[src/rtl/instruction_fetch.sv]
`default_nettype none
// ============================================================================
// Module   : instruction_fetch
// Brief    : Single-stage instruction fetch with a synchronous instruction ROM,
//            stall skid buffer and branch redirect (one bubble per redirect).
// Ports    : enable        - clock, state updates on its rising edge
//            reset         - asynchronous active-low reset
//            PC_write      - 1 = advance fetch, 0 = stall (hold)
//            branch_taken  - 1 = redirect to branch_target, kills slot instr
//            branch_target - word address of redirect target
//            imem_data     - ROM read data, valid one cycle after imem_addr
//            imem_addr     - word address to ROM (equals internal PC)
//            instruc_out   - fetched instruction, 0 = bubble
//            PC_plus_1_out - address of instruc_out plus 1 (0 on bubble)
//            fetch_valid   - instruc_out holds a real instruction
// Revision : 1.0 - initial release
// ============================================================================
module instruction_fetch (
    input  logic        enable,
    input  logic        reset,
    input  logic        PC_write,
    input  logic        branch_taken,
    input  logic [9:0]  branch_target,
    input  logic [31:0] imem_data,
    output logic [9:0]  imem_addr,
    output logic [31:0] instruc_out,
    output logic [9:0]  PC_plus_1_out,
    output logic        fetch_valid
);

    logic [9:0]  r_pc;          // next fetch address
    logic [9:0]  r_f_pc;        // address of the instruction in the output slot
    logic        r_f_valid;
    logic        r_skid_valid;
    logic [31:0] r_skid_data;

    always_ff @(posedge enable or negedge reset) begin
        if (!reset) begin
            r_pc         <= 10'd0;
            r_f_pc       <= 10'd0;
            r_f_valid    <= 1'b0;
            r_skid_valid <= 1'b0;
            r_skid_data  <= 32'd0;
        end else if (branch_taken) begin
            // Redirect wins over stall; any skidded instruction is dropped.
            r_pc         <= branch_target;
            r_f_valid    <= 1'b0;
            r_skid_valid <= 1'b0;
        end else if (PC_write) begin
            r_f_pc       <= r_pc;
            r_pc         <= r_pc + 10'd1;
            r_f_valid    <= 1'b1;
            r_skid_valid <= 1'b0;
        end else if (r_f_valid && !r_skid_valid) begin
            // First stall edge: the ROM is about to move on to PC (already
            // f_pc+1), so the slot instruction must be captured now.
            r_skid_data  <= imem_data;
            r_skid_valid <= 1'b1;
        end
    end

    assign imem_addr     = r_pc;
    assign fetch_valid   = r_f_valid;
    assign PC_plus_1_out = r_f_valid ? (r_f_pc + 10'd1) : 10'd0;

    always_comb begin
        instruc_out = imem_data;
        if (!r_f_valid)
            instruc_out = 32'd0;
        else if (r_skid_valid)
            instruc_out = r_skid_data;
    end

endmodule
`default_nettype wire
[config.mk]
export PLATFORM = sky130hd
export DESIGN_NAME = instruction_fetch
export DESIGN_NICKNAME = d
export VERILOG_FILES = /design/src/rtl/instruction_fetch.sv
export SDC_FILE = /design/constraint.sdc
export NUM_CORES = 1
export LEC_CHECK = 0
export CAP_MARGIN = 20
export CORE_ASPECT_RATIO = 1.25
export CORE_MARGIN = 10
export CORE_UTILIZATION = 40
export DETAILED_ROUTE_END_ITERATION = 12
export PLACE_DENSITY = 0.73
export REMOVE_ABC_BUFFERS = 1
export SLEW_MARGIN = 20
export SYNTH_ARGS = -nofsm -noshare
export SYNTH_HDL_FRONTEND = slang
export SYNTH_SLANG_ARGS = --single-unit
[constraint.sdc]
create_clock -name enable -period 4.6 [get_ports enable]
set_clock_uncertainty 0.2 [all_clocks]
set_input_delay 1.15 -clock enable [delete_from_list [all_inputs] [get_ports enable]]
set_output_delay 1.15 -clock enable [all_outputs]
set_load 0.005 [all_outputs]
==> summary.md, run 1 <==
| Metric | Value |
|---|---|
| CTS max path bufs | `2` |
| Combinational family with the most area after synthesis | `multiplexers` |
| Post-DP HPWL | `5380 µm` |
| Total Routing Usage GR | `0.133` |
| CTS tree | `done` |
| Die H | `115 µm` |
| DRC | `0` |
| Ant. Diodes | `0` |
| Largest net degree at the start of global routing | `43` |
| Total gr overflow | `0` |
| Vias per std cell | `5.18` |
| Area grow syn2layout | `38.4%` |
| Via count of the routed design | `2310` |
| Max_slew headroom | `0.317` |
| R2R Setup Slk | `2.29 ns` |
| PwrDens | `308 mW/mm²` |
| Worst r2r dst | `r_skid_data[15]$_DFFE_PN0P_` |
| Synth cell types | `33` |
| WHS Path Cells | `1` |
| Hold Path Class | `flop to flop` |
| Most common cell after layout, fill and taps aside | `clkdlybuf4s50_1` |
| XOR/XNOR Fraction of Synth Area | `0.0212` |
| Status | `finished clean` |
| R2R depth | `3` |
| Pleak | `1.53 nW` |
| Final Setup Violations | `0` |
| Drt first-iter violations | `42` |
| Hold Path Sink | `r_skid_data[28]$_DFFE_PN0P_` |
| Period utilisation layout | `0.815` |
| Crit path DAT | `2.40 ns` |
| Critical Path Most Common Cell | `clkdlybuf4s50_1` |
| Core area | `0.00702 mm²` |
| Area of the die | `0.0110 mm²` |
| Post-synthesis sequential area ratio | `0.468` |
| Compound-Gate Fraction of Synth Area | `0.0450` |
| Vias in the first global route | `2392` |
| Post-Synthesis Cells | `262` |
| Synth Register Bits | `54` |
| Crit-path cells | `clkdlybuf4s50_1 -> mux2i_1 -> nor2_1 -> clkdlybuf4s50_1` |
| Final Power | `0.00123 W` |
| Slew Viols, Final | `0` |
| CP Buf/Inv Count | `2` |
| H-tree depth | `2` |
| # port buffers | `98` |
| Post-synthesis instance area | `0.00289 mm²` |
| Cell family with most CP delay | `buffers and inverters` |
| Slowest-stage cell, CP | `clkdlybuf4s50_1` |
| WL final | `7290 µm` |
| Initial DRT Pass Iterations | `4` |
| CTS buffer count | `5` |
| Final hold vios | `0` |
| Ports | `99` |
| Chip width | `96.0 µm` |
| TNS Setup | `0 ns` |
| Warnings, synthesis | `0` |
| Max Cap Viol | `0` |
| GPL Wtd Cong | `0.797` |
| Fmax | `267 MHz` |
| Post-CTS Setup Bufs | `0` |
| Critical Path RT | `3.25 ns` |
| Fin crit period | `3.75 ns` |
| Most frequent cells in the layout | `clkdlybuf4s50_1, dfrtp_1, nor2_1, mux2_2, mux2i_1` |
| Max incr delay on CP | `0.53 ns` |
| Final design utilization | `0.570` |
| Worst-skew pair later-pin latency | `0.30 ns` |
| Initial antenna violation count | `0` |
| Clock sink count | `54` |
| Layout cells sized above 1 | `0.154` |
| Max FO, Critical Path | `2` |
| Post-Synth Simple-Gate Area | `0.145` |
| Starting Density | `0.412` |
| Worst-path clk slew | `0.09 ns` |
| CP endpoint kind | `output port` |
| Routed wire per std cell | `16.3 µm` |
| Startpoint type of the worst setup path | `input port` |
| Measured slew at the worst slew-check pin | `1.02 ns` |
| WS Path Type | `input port to output port` |
| Mean Syn Cell Area | `11.0 µm²` |
| Multiplexer share of the synthesized area | `0.278` |
| Worst ir drop on vdd | `0.000157 V` |
| FF-to-FF Start | `r_skid_valid$_DFFE_PN0P_` |
| RSZ-0062 raised after global routing | `false` |
| Std-Cell Rows | `34` |
| Hold Crit Start | `r_skid_data[28]$_DFFE_PN0P_` |
| Hold_buf cts | `0` |
| Nets@finish | `404` |
| First-pass GRT wire length | `11900 µm` |
| Root Buffer | `clkbuf_8` |
| Adder-Cell Fraction of Synth Area | `0.00866` |
| CTS resizes | `0` |
| Post-route antenna net violation count | `0` |
metrics by stage:
| stage | setup slack, ns | hold slack [ns] | cells | cell area (µm²) |
|---|---|---|---|---|
| 6_report | 0.852 | 0.293 | 446 | 4000 |
| 5_1_grt | 0.756 | 0.326 | 446 | 4000 |
| 4_1_cts | 0.860 | 0.296 | 446 | 4000 |
| 3_5_place_dp | 0.863 | 0.276 | 439 | 3910 |
| 3_3_place_gp | 0.879 | 0.268 | 439 | 3910 |
| 2_1_floorplan | 1.56 | 0.258 | 248 | 2800 |
flip-flops by register name (all words and copies together) (netlist names):
name,flops
fetch_valid,1
imem_addr,10
r_f_pc,10
r_skid_data,32
r_skid_valid,1
cell type report:
class | count | area [µm²]
timing repair buffer | 101 | 998
fill | 627 | 3020
clock buffer | 7 | 86.3
tap | 90 | 113
sequential | 54 | 1350
inverter | 3 | 11.3
multi-input combinational | 191 | 1440
synth_stat cells:
| library cell | number | share of area |
|---|---|---|
| buf_6 | 4 | 0.016 |
| buf_2 | 3 | 0.0052 |
| ha_1 | 2 | 0.0087 |
| or3b_1 | 1 | 0.0030 |
| dfrtp_1 | 54 | 0.47 |
| nor3_1 | 1 | 0.0017 |
| or4_1 | 7 | 0.018 |
| xnor2_1 | 2 | 0.0061 |
| mux2_1 | 2 | 0.0078 |
| mux2_2 | 40 | 0.16 |
| nor2b_1 | 1 | 0.0022 |
| nand4_1 | 5 | 0.011 |
| nor3b_1 | 1 | 0.0026 |
| nand3_1 | 9 | 0.016 |
| nand2_2 | 1 | 0.0022 |
| a21oi_1 | 5 | 0.0087 |
| mux2i_1 | 33 | 0.11 |
| clkbuf_1 | 6 | 0.0078 |
| nor4_4 | 1 | 0.0074 |
| o21ai_0 | 9 | 0.016 |
| and2_1 | 1 | 0.0022 |
| o31ai_1 | 3 | 0.0078 |
| a31oi_1 | 1 | 0.0022 |
| inv_1 | 2 | 0.0026 |
| inv_2 | 1 | 0.0013 |
| nor2_1 | 40 | 0.052 |
| nand2_1 | 13 | 0.017 |
| a221oi_1 | 1 | 0.0030 |
| or3_1 | 3 | 0.0065 |
| nand3_2 | 1 | 0.0035 |
| xor2_1 | 5 | 0.015 |
| buf_4 | 1 | 0.0026 |
| o211ai_1 | 3 | 0.0078 |
metal layers:
metal / vias to the layer above / GRT usage / wire [µm]
li1: 1119 / - / -
met1: 1107 / 0.156 / 3040
met2: 78 / 0.227 / 3640
met3: 6 / 0.0431 / 535
met4: 0 / 0.0345 / 73
met5: - / 0 / 0
worst reg2reg max path, delay by kind of cell (launching register included):
kind,cells,cell delay (ns)
AND/OR/NAND/NOR,1,0.39
flip-flops,1,0.78
buffers and inverters,1,0.42
multiplexers,1,0.41
cells by family after synthesis:
group,Yosys count
adders and majority gates,2
buffers and inverters,17
DFF,54
muxes,75
and+or+nand+nor,85
AOI/OAI and AO/OA,22
xor gates and xnor gates,7
how the worst max path moves through the flow:
stage,slack (ns),endpoint,cells after the start,start
2_1_floorplan,1.56,r_skid_data[0]$_DFFE_PN0P_,2,branch_taken
3_3_place_gp,0.88,instruc_out[18],4,imem_data[18]
3_5_place_dp,0.86,instruc_out[4],4,imem_data[4]
4_1_cts,0.86,instruc_out[4],4,imem_data[4]
5_1_grt,0.76,instruc_out[6],4,imem_data[6]
6_report,0.85,instruc_out[6],4,imem_data[6]
report_power, final:
group          internal (W)  switching (W)
clock network      0.000120       0.000143
logic              0.000206       0.000116
registers          0.000572      0.0000763
Power figures use the tool's default switching activity.
==> inputs of run 2 (changes only) <==
==> constraint.sdc (replaced) <==
create_clock -name enable -period 3.69 [get_ports enable]
set_clock_uncertainty 0.2 [all_clocks]
set_input_delay 0.9225 -clock enable [delete_from_list [all_inputs] [get_ports enable]]
set_output_delay 0.9225 -clock enable [all_outputs]
set_load 0.005 [all_outputs]
==> run 2 against run 1 <==
Setup slack lost 0.49 ns. Hold slack gained 0.0052 ns. Clock power grew 44%. Sequential cell count is the same. Total power grew 29%. Sequential power grew 24%. Largest power group unchanged. Final area grew 1.1%. Die area is the same. Combinational power grew 27%. First-iteration DRC count grew 31%.
==> summary.md, run 2 (synthesis results as in run 1) <==
| Metric | Value |
|---|---|
| Status | `finished clean` |
| CTS buffer count | `5 (unchanged)` |
| Slew Viols, Final | `0 (unchanged)` |
| Final Setup Violations | `0 (unchanged)` |
| Largest net degree at the start of global routing | `55 (+28%)` |
| DRC | `0 (unchanged)` |
| WL final | `7370 µm (+1.1%)` |
| Crit-path cells | `nand3_1 -> or4_1 -> a21oi_1 -> clkdlybuf4s50_1` |
| Part of the power in combinational logic | `0.257 (-0.004)` |
| Pleak | `1.55 nW (+1.4%)` |
| Post-route antenna net violation count | `0 (unchanged)` |
| CP Depth | `4 (unchanged)` |
| Period utilisation layout | `0.903` |
| CTS tree | `done` |
| Crit path from | `r_f_pc[2]$_DFFE_PN0P_` |
| Chip width | `96.0 µm (unchanged)` |
| CP Buf/Inv Count | `1 (-1)` |
| Initial DRT Pass Iterations | `4 (unchanged)` |
| GR Layer Usage met2 | `0.228 (+0.000899)` |
| Routed wire per std cell | `16.5 µm (+0.67%)` |
| FF-to-FF Start | `fetch_valid$_DFFE_PN0N_` |
| CTS resizes | `0 (unchanged)` |
| Clock sink count | `54 (unchanged)` |
| Hold_buf cts | `0 (unchanged)` |
| R2R Setup Slk | `1.51 ns (-0.78 ns)` |
| Final instance area | `0.00404 mm² (+1.1%)` |
| Max FO, Critical Path | `7 (+5)` |
| Final cell count without fillers | `448 (+0.45%)` |
| TNS Setup | `0 ns (unchanged)` |
| Critical Path RT | `2.57 ns (-0.68 ns)` |
| Switch share | `0.271 (-0.000909)` |
| Clock share of power | `0.237 (+0.024)` |
| Final design utilization | `0.576 (+0.00624)` |
| Total Routing Usage GR | `0.134 (+0.000363)` |
| PwrDens | `394 mW/mm² (+28%)` |
| Fin crit period | `3.33 ns` |
| RSZ-0062 raised after global routing | `false` |
| WS Path Type | `flop to output port` |
| CTS max path bufs | `2 (unchanged)` |
| Slowest-stage cell, CP | `clkdlybuf4s50_1` |
| Max FFs per register | `32 (unchanged)` |
| Drt first-iter violations | `55 (+31%)` |
| Startpoint type of the worst setup path | `flop` |
| Layout cells sized above 1 | `0.162 (+0.00752)` |
| GPL Wtd Cong | `0.801 (+0.45%)` |
| H-tree depth | `2 (unchanged)` |
| Worst ir drop on vdd | `0.000230 V (+47%)` |
| Ant. Diodes | `0 (unchanged)` |
| Max Cap Viol | `0 (unchanged)` |
| Most frequent cells in the layout | `clkdlybuf4s50_1, dfrtp_1, nor2_1, mux2_2, mux2i_1` |
| Hold Path Class | `flop to flop` |
| # port buffers | `98 (unchanged)` |
| Fmax | `300 MHz` |
| Max_slew headroom | `0.488 (+0.171)` |
| Post-DP Area | `0.00393 mm² (+0.51%)` |
| First-pass GRT wire length | `11900 µm (-0.52%)` |
| Met3 Resource Use GR | `0.0411 (-0.00196)` |
| Crit path DAT | `2.21 ns (-0.19 ns)` |
| R2R depth | `4 (+1)` |
| Dpl cells | `440 (+0.23%)` |
| Starting Density | `0.412 (unchanged)` |
| Worst r2r dst | `r_skid_data[26]$_DFFE_PN0P_` |
| Total gr overflow | `0 (unchanged)` |
| Vias per std cell | `5.12 (-1.2%)` |
| Post-CTS Setup Bufs | `0 (unchanged)` |
| CP endpoint kind | `output port` |
| Most common cell after layout, fill and taps aside | `clkdlybuf4s50_1` |
| P_int | `0.00116 W (+29%)` |
| Cell family with most CP delay | `simple AND/OR/NAND/NOR gates` |
| Area of the die | `0.0110 mm² (unchanged)` |
| Met1 Use GR | `0.156 (+0.000270)` |
| Setup crit end | `PC_plus_1_out[9]` |
| Sw power | `0.000431 W (+29%)` |
| DP Worst Slack | `0.453 ns (-0.410 ns)` |
| Via count of the routed design | `2293 (-0.74%)` |
| Top reg by flops | `r_skid_data` |
| Final hold vios | `0 (unchanged)` |
| Seq pwr share | `0.506 (-0.020)` |
| Most used routing layer | `met2` |
| Measured slew at the worst slew-check pin | `0.767 ns (-0.257 ns)` |
| Vias in the first global route | `2373 (-0.79%)` |
| Initial antenna violation count | `0 (unchanged)` |
| Post-route worst setup slack | `0.359 ns (-0.493 ns)` |
| Die H | `115 µm (unchanged)` |
| Fillers | `631 (+0.64%)` |
| Area grow syn2layout | `39.9%` |
| Std-Cell Rows | `34 (unchanged)` |
| Core area | `0.00702 mm² (unchanged)` |
| Multi-input logic area | `0.00144 mm² (unchanged)` |
| Worst-skew pair later-pin latency | `0.30 ns (about the same)` |
| Ports | `99 (unchanged)` |
| Worst-path clk slew | `0.09 ns (about the same)` |
| Root Buffer | `clkbuf_8` |
| Nets@finish | `405 (+0.25%)` |
| Register area | `0.00135 mm² (unchanged)` |
| Post-DP HPWL | `5390 µm (+0.18%)` |
| Max incr delay on CP | `0.54 ns (about the same)` |
[run 2: area by class of cell]
type | count | share of cell area
clock buffer | 8 | 0.0272
inverter | 3 | 0.00279
multi-input combinational | 191 | 0.356
sequential | 54 | 0.335
tap | 90 | 0.0279
timing repair buffer | 102 | 0.252
[run 2: how the worst min path moves through the flow]
stage	depth (start not counted)	slack (ns)	to	start
2_1_floorplan	1	0.26	r_skid_data[27]$_DFFE_PN0P_	r_skid_data[27]$_DFFE_PN0P_
3_3_place_gp	1	0.27	r_skid_data[27]$_DFFE_PN0P_	r_skid_data[27]$_DFFE_PN0P_
3_5_place_dp	1	0.28	r_skid_data[28]$_DFFE_PN0P_	r_skid_data[28]$_DFFE_PN0P_
4_1_cts	1	0.30	r_skid_data[28]$_DFFE_PN0P_	r_skid_data[28]$_DFFE_PN0P_
5_1_grt	1	0.32	r_skid_data[27]$_DFFE_PN0P_	r_skid_data[27]$_DFFE_PN0P_
6_report	1	0.30	r_skid_data[27]$_DFFE_PN0P_	r_skid_data[27]$_DFFE_PN0P_
[run 2: per-stage QoR]
step	hold slack [ns]	power (W)
2_1_floorplan	0.258	0.00101
3_3_place_gp	0.267	0.00121
3_5_place_dp	0.276	0.00123
4_1_cts	0.299	0.00161
5_1_grt	0.319	0.00169
6_report	0.298	0.00159
[run 2: power groups by stage]
stage / registers (W) / clock network (W) / logic, W
floorplan: 0.000796 / 0 / 0.000210
global placement: 0.000807 / 0 / 0.000407
detailed placement: 0.000817 / 0 / 0.000415
CTS: 0.000804 / 0.000391 / 0.000418
global route: 0.000824 / 0.000416 / 0.000453
finish: 0.000805 / 0.000377 / 0.000409
[run 2: layer usage]
metal	vias to the layer above	part of all wire
met5	-	0
met4	0	0.014
met3	10	0.074
met2	73	0.48
met1	1091	0.43
li1	1119	-
==> inputs of run 3 (changes only) <==
--- a/config.mk
+++ b/config.mk
@@ -11,7 +11,6 @@
 export CORE_UTILIZATION = 40
 export DETAILED_ROUTE_END_ITERATION = 12
 export PLACE_DENSITY = 0.73
-export REMOVE_ABC_BUFFERS = 1
 export SLEW_MARGIN = 20
 export SYNTH_ARGS = -nofsm -noshare
 export SYNTH_HDL_FRONTEND = slang
==> run 3 against run 2 <==
Critical endpoint unchanged. Via count rose by 1.9%. Sequential cell count did not move. Fmax fell by 2.2%. Setup slack got worse by 0.075 ns. Highest routed layer unchanged. First-iteration DRC count rose by 45%. Sequential power rose by 0.9%. Global-route usage fell by 0.073 points. Routed wire length fell by 0.28%.
==> summary.md, run 3 (synthesis results as in run 1) <==
| Metric | Value |
|---|---|
| Status | `finished clean` |
| Most frequent cells in the layout | `clkdlybuf4s50_1, dfrtp_1, nor2_1, mux2_2, mux2i_1` |
| Worst r2r dst | `r_skid_data[8]$_DFFE_PN0P_` |
| Most common cell after layout, fill and taps aside | `clkdlybuf4s50_1` |
| Routed wire per std cell | `16.4 µm (-0.28%)` |
| Slew Viols, Final | `0 (unchanged)` |
| Area of the die | `0.0110 mm² (unchanged)` |
| Hold_buf cts | `0 (unchanged)` |
| Hold Path Class | `flop to flop` |
| Total gr overflow | `0 (unchanged)` |
| Mapped Nets | `310` |
| Period utilisation layout | `0.923 (+0.0202)` |
| Slowest-stage cell, CP | `clkdlybuf4s50_1` |
| First-pass GRT wire length | `12000 µm (+1.3%)` |
| DRC | `0 (unchanged)` |
| Max FO, Critical Path | `7 (unchanged)` |
| Max incr delay on CP | `0.55 ns (about the same)` |
| CTS resizes | `0 (unchanged)` |
| Ant. Diodes | `0 (unchanged)` |
| Pleak | `1.54 nW (-0.83%)` |
| WL final | `7350 µm (-0.28%)` |
| Die H | `115 µm (unchanged)` |
| Layout cells sized above 1 | `0.159 (-0.00279)` |
| Clock sink count | `54 (unchanged)` |
| Worst-skew pair later-pin latency | `0.30 ns (about the same)` |
| Startpoint type of the worst setup path | `flop` |
| CTS max path bufs | `2 (unchanged)` |
| Post-DP HPWL | `5380 µm (-0.11%)` |
| Initial DRT Pass Iterations | `4 (unchanged)` |
| Post-CTS Setup Bufs | `0 (unchanged)` |
| Fillers | `606 (-4.0%)` |
| Max_slew headroom | `0.319 (-0.169)` |
| Vias per std cell | `5.22 (+1.9%)` |
| H-tree depth | `2 (unchanged)` |
| CP Buf/Inv Count | `1 (unchanged)` |
| Dpl cells | `440 (unchanged)` |
| Final instance area | `0.00401 mm² (-0.77%)` |
| CTS tree | `done` |
| PwrDens | `387 mW/mm² (-1.7%)` |
| Crit-path cells | `nand3_1 -> or4_1 -> a21oi_1 -> clkdlybuf4s50_1` |
| Final Setup Violations | `0 (unchanged)` |
| Core area | `0.00702 mm² (unchanged)` |
| Root Buffer | `clkbuf_8` |
| RSZ-0062 raised after global routing | `false` |
| Top reg by flops | `r_skid_data` |
| Fmax | `294 MHz (-2.2%)` |
| Crit path DAT | `2.28 ns (+0.07 ns)` |
| Hold_ws | `0.302 ns (+0.00405 ns)` |
| Max Cap Viol | `0 (unchanged)` |
| Chip width | `96.0 µm (unchanged)` |
| Cell family with most CP delay | `simple AND/OR/NAND/NOR gates` |
| Critical Path RT | `2.57 ns (about the same)` |
| Vias in the first global route | `2375 (+0.084%)` |
| Total Routing Usage GR | `0.133 (-0.000734)` |
| Area grow syn2layout | `38.8%` |
| Initial antenna violation count | `0 (unchanged)` |
| Largest net degree at the start of global routing | `43 (-22%)` |
| R2R depth | `3 (-1)` |
| Nets@finish | `405 (unchanged)` |
| Measured slew at the worst slew-check pin | `1.02 ns (+0.254 ns)` |
| Hold Crit Start | `r_skid_data[28]$_DFFE_PN0P_` |
| Drt first-iter violations | `80 (+45%)` |
| Max FFs per register | `32 (unchanged)` |
| Ports | `99 (unchanged)` |
| TNS Setup | `0 ns (unchanged)` |
| CP endpoint kind | `output port` |
| Starting Density | `0.412 (unchanged)` |
| CTS buffer count | `5 (unchanged)` |
| FF-to-FF Start | `r_skid_valid$_DFFE_PN0P_` |
| Post-DP Area | `0.00392 mm² (-0.32%)` |
| R2R Setup Slk | `1.38 ns (-0.13 ns)` |
| Post-route antenna net violation count | `0 (unchanged)` |
| Std-Cell Rows | `34 (unchanged)` |
| # port buffers | `98 (unchanged)` |
| Final hold vios | `0 (unchanged)` |
| Hold Path Sink | `r_skid_data[28]$_DFFE_PN0P_` |
| Worst ir drop on vdd | `0.000220 V (-4.2%)` |
| WS Path Type | `flop to output port` |
| Worst-path clk slew | `0.10 ns (about the same)` |
| GPL Wtd Cong | `0.780 (-2.6%)` |
| Via count of the routed design | `2337 (+1.9%)` |
| Final cell count without fillers | `448 (unchanged)` |
| Fin crit period | `3.41 ns (+0.0745 ns)` |
| WHS Path Cells | `1 (unchanged)` |
-- run 3: per-layer routing --
layer,vias up,GRT usage,wire length [µm],share of wire
met2,68,0.228,3680,0.50
met4,0,0.0325,80,0.011
li1,1122,-,-,-
met3,5,0.0346,476,0.065
met5,-,0,0,0
met1,1142,0.161,3120,0.42
-- run 3: metrics by stage --
step,utilization,power [W],setup slack (ns)
after floorplan,-,0.00102,1.36
after global placement,0.558,0.00121,0.442
after detailed placement,0.558,0.00123,0.424
after CTS,0.571,0.00157,0.298
after global routing,0.571,0.00165,0.190
final,0.571,0.00155,0.284
-- run 3: where the power goes --
group	leakage (nW)	internal [W]	total, W	switching, W
Sequential	0.642	0.000713	0.000812	0.0000990
Combinational	0.847	0.000257	0.000402	0.000146
Clock	0.0482	0.000152	0.000339	0.000187
Total	1.54	0.00112	0.00155	0.000431
-- run 3: worst max path at each step --
stage | endpoint | start | depth (start not counted) | slack [ns]
CTS | PC_plus_1_out[9] | r_f_pc[2]$_DFFE_PN0P_ | 4 | 0.30
finish | PC_plus_1_out[9] | r_f_pc[2]$_DFFE_PN0P_ | 4 | 0.28
detailed placement | instruc_out[20] | imem_data[20] | 4 | 0.42
global route | PC_plus_1_out[9] | r_f_pc[2]$_DFFE_PN0P_ | 4 | 0.19
floorplan | PC_plus_1_out[9] | r_f_pc[2]$_DFFE_PN0P_ | 3 | 1.36
global placement | instruc_out[20] | imem_data[20] | 4 | 0.44
-- run 3: worst reg2reg max path, cell delays in order, from the launching register on --
cell	delay, ns
dfrtp_2	0.77
nor4_4	0.40
buf_4	0.42
mux2_2	0.41
-- run 3: final cells by class --
class,count,area [µm²],area share
clock buffers,7,86.3,0.0215
clock inverters,1,5.00,0.00125
inverters,3,11.3,0.00281
multi-input cells,191,1440,0.358
flip-flops and latches,54,1350,0.337
well taps,90,113,0.0281
repair buffers,102,1010,0.251
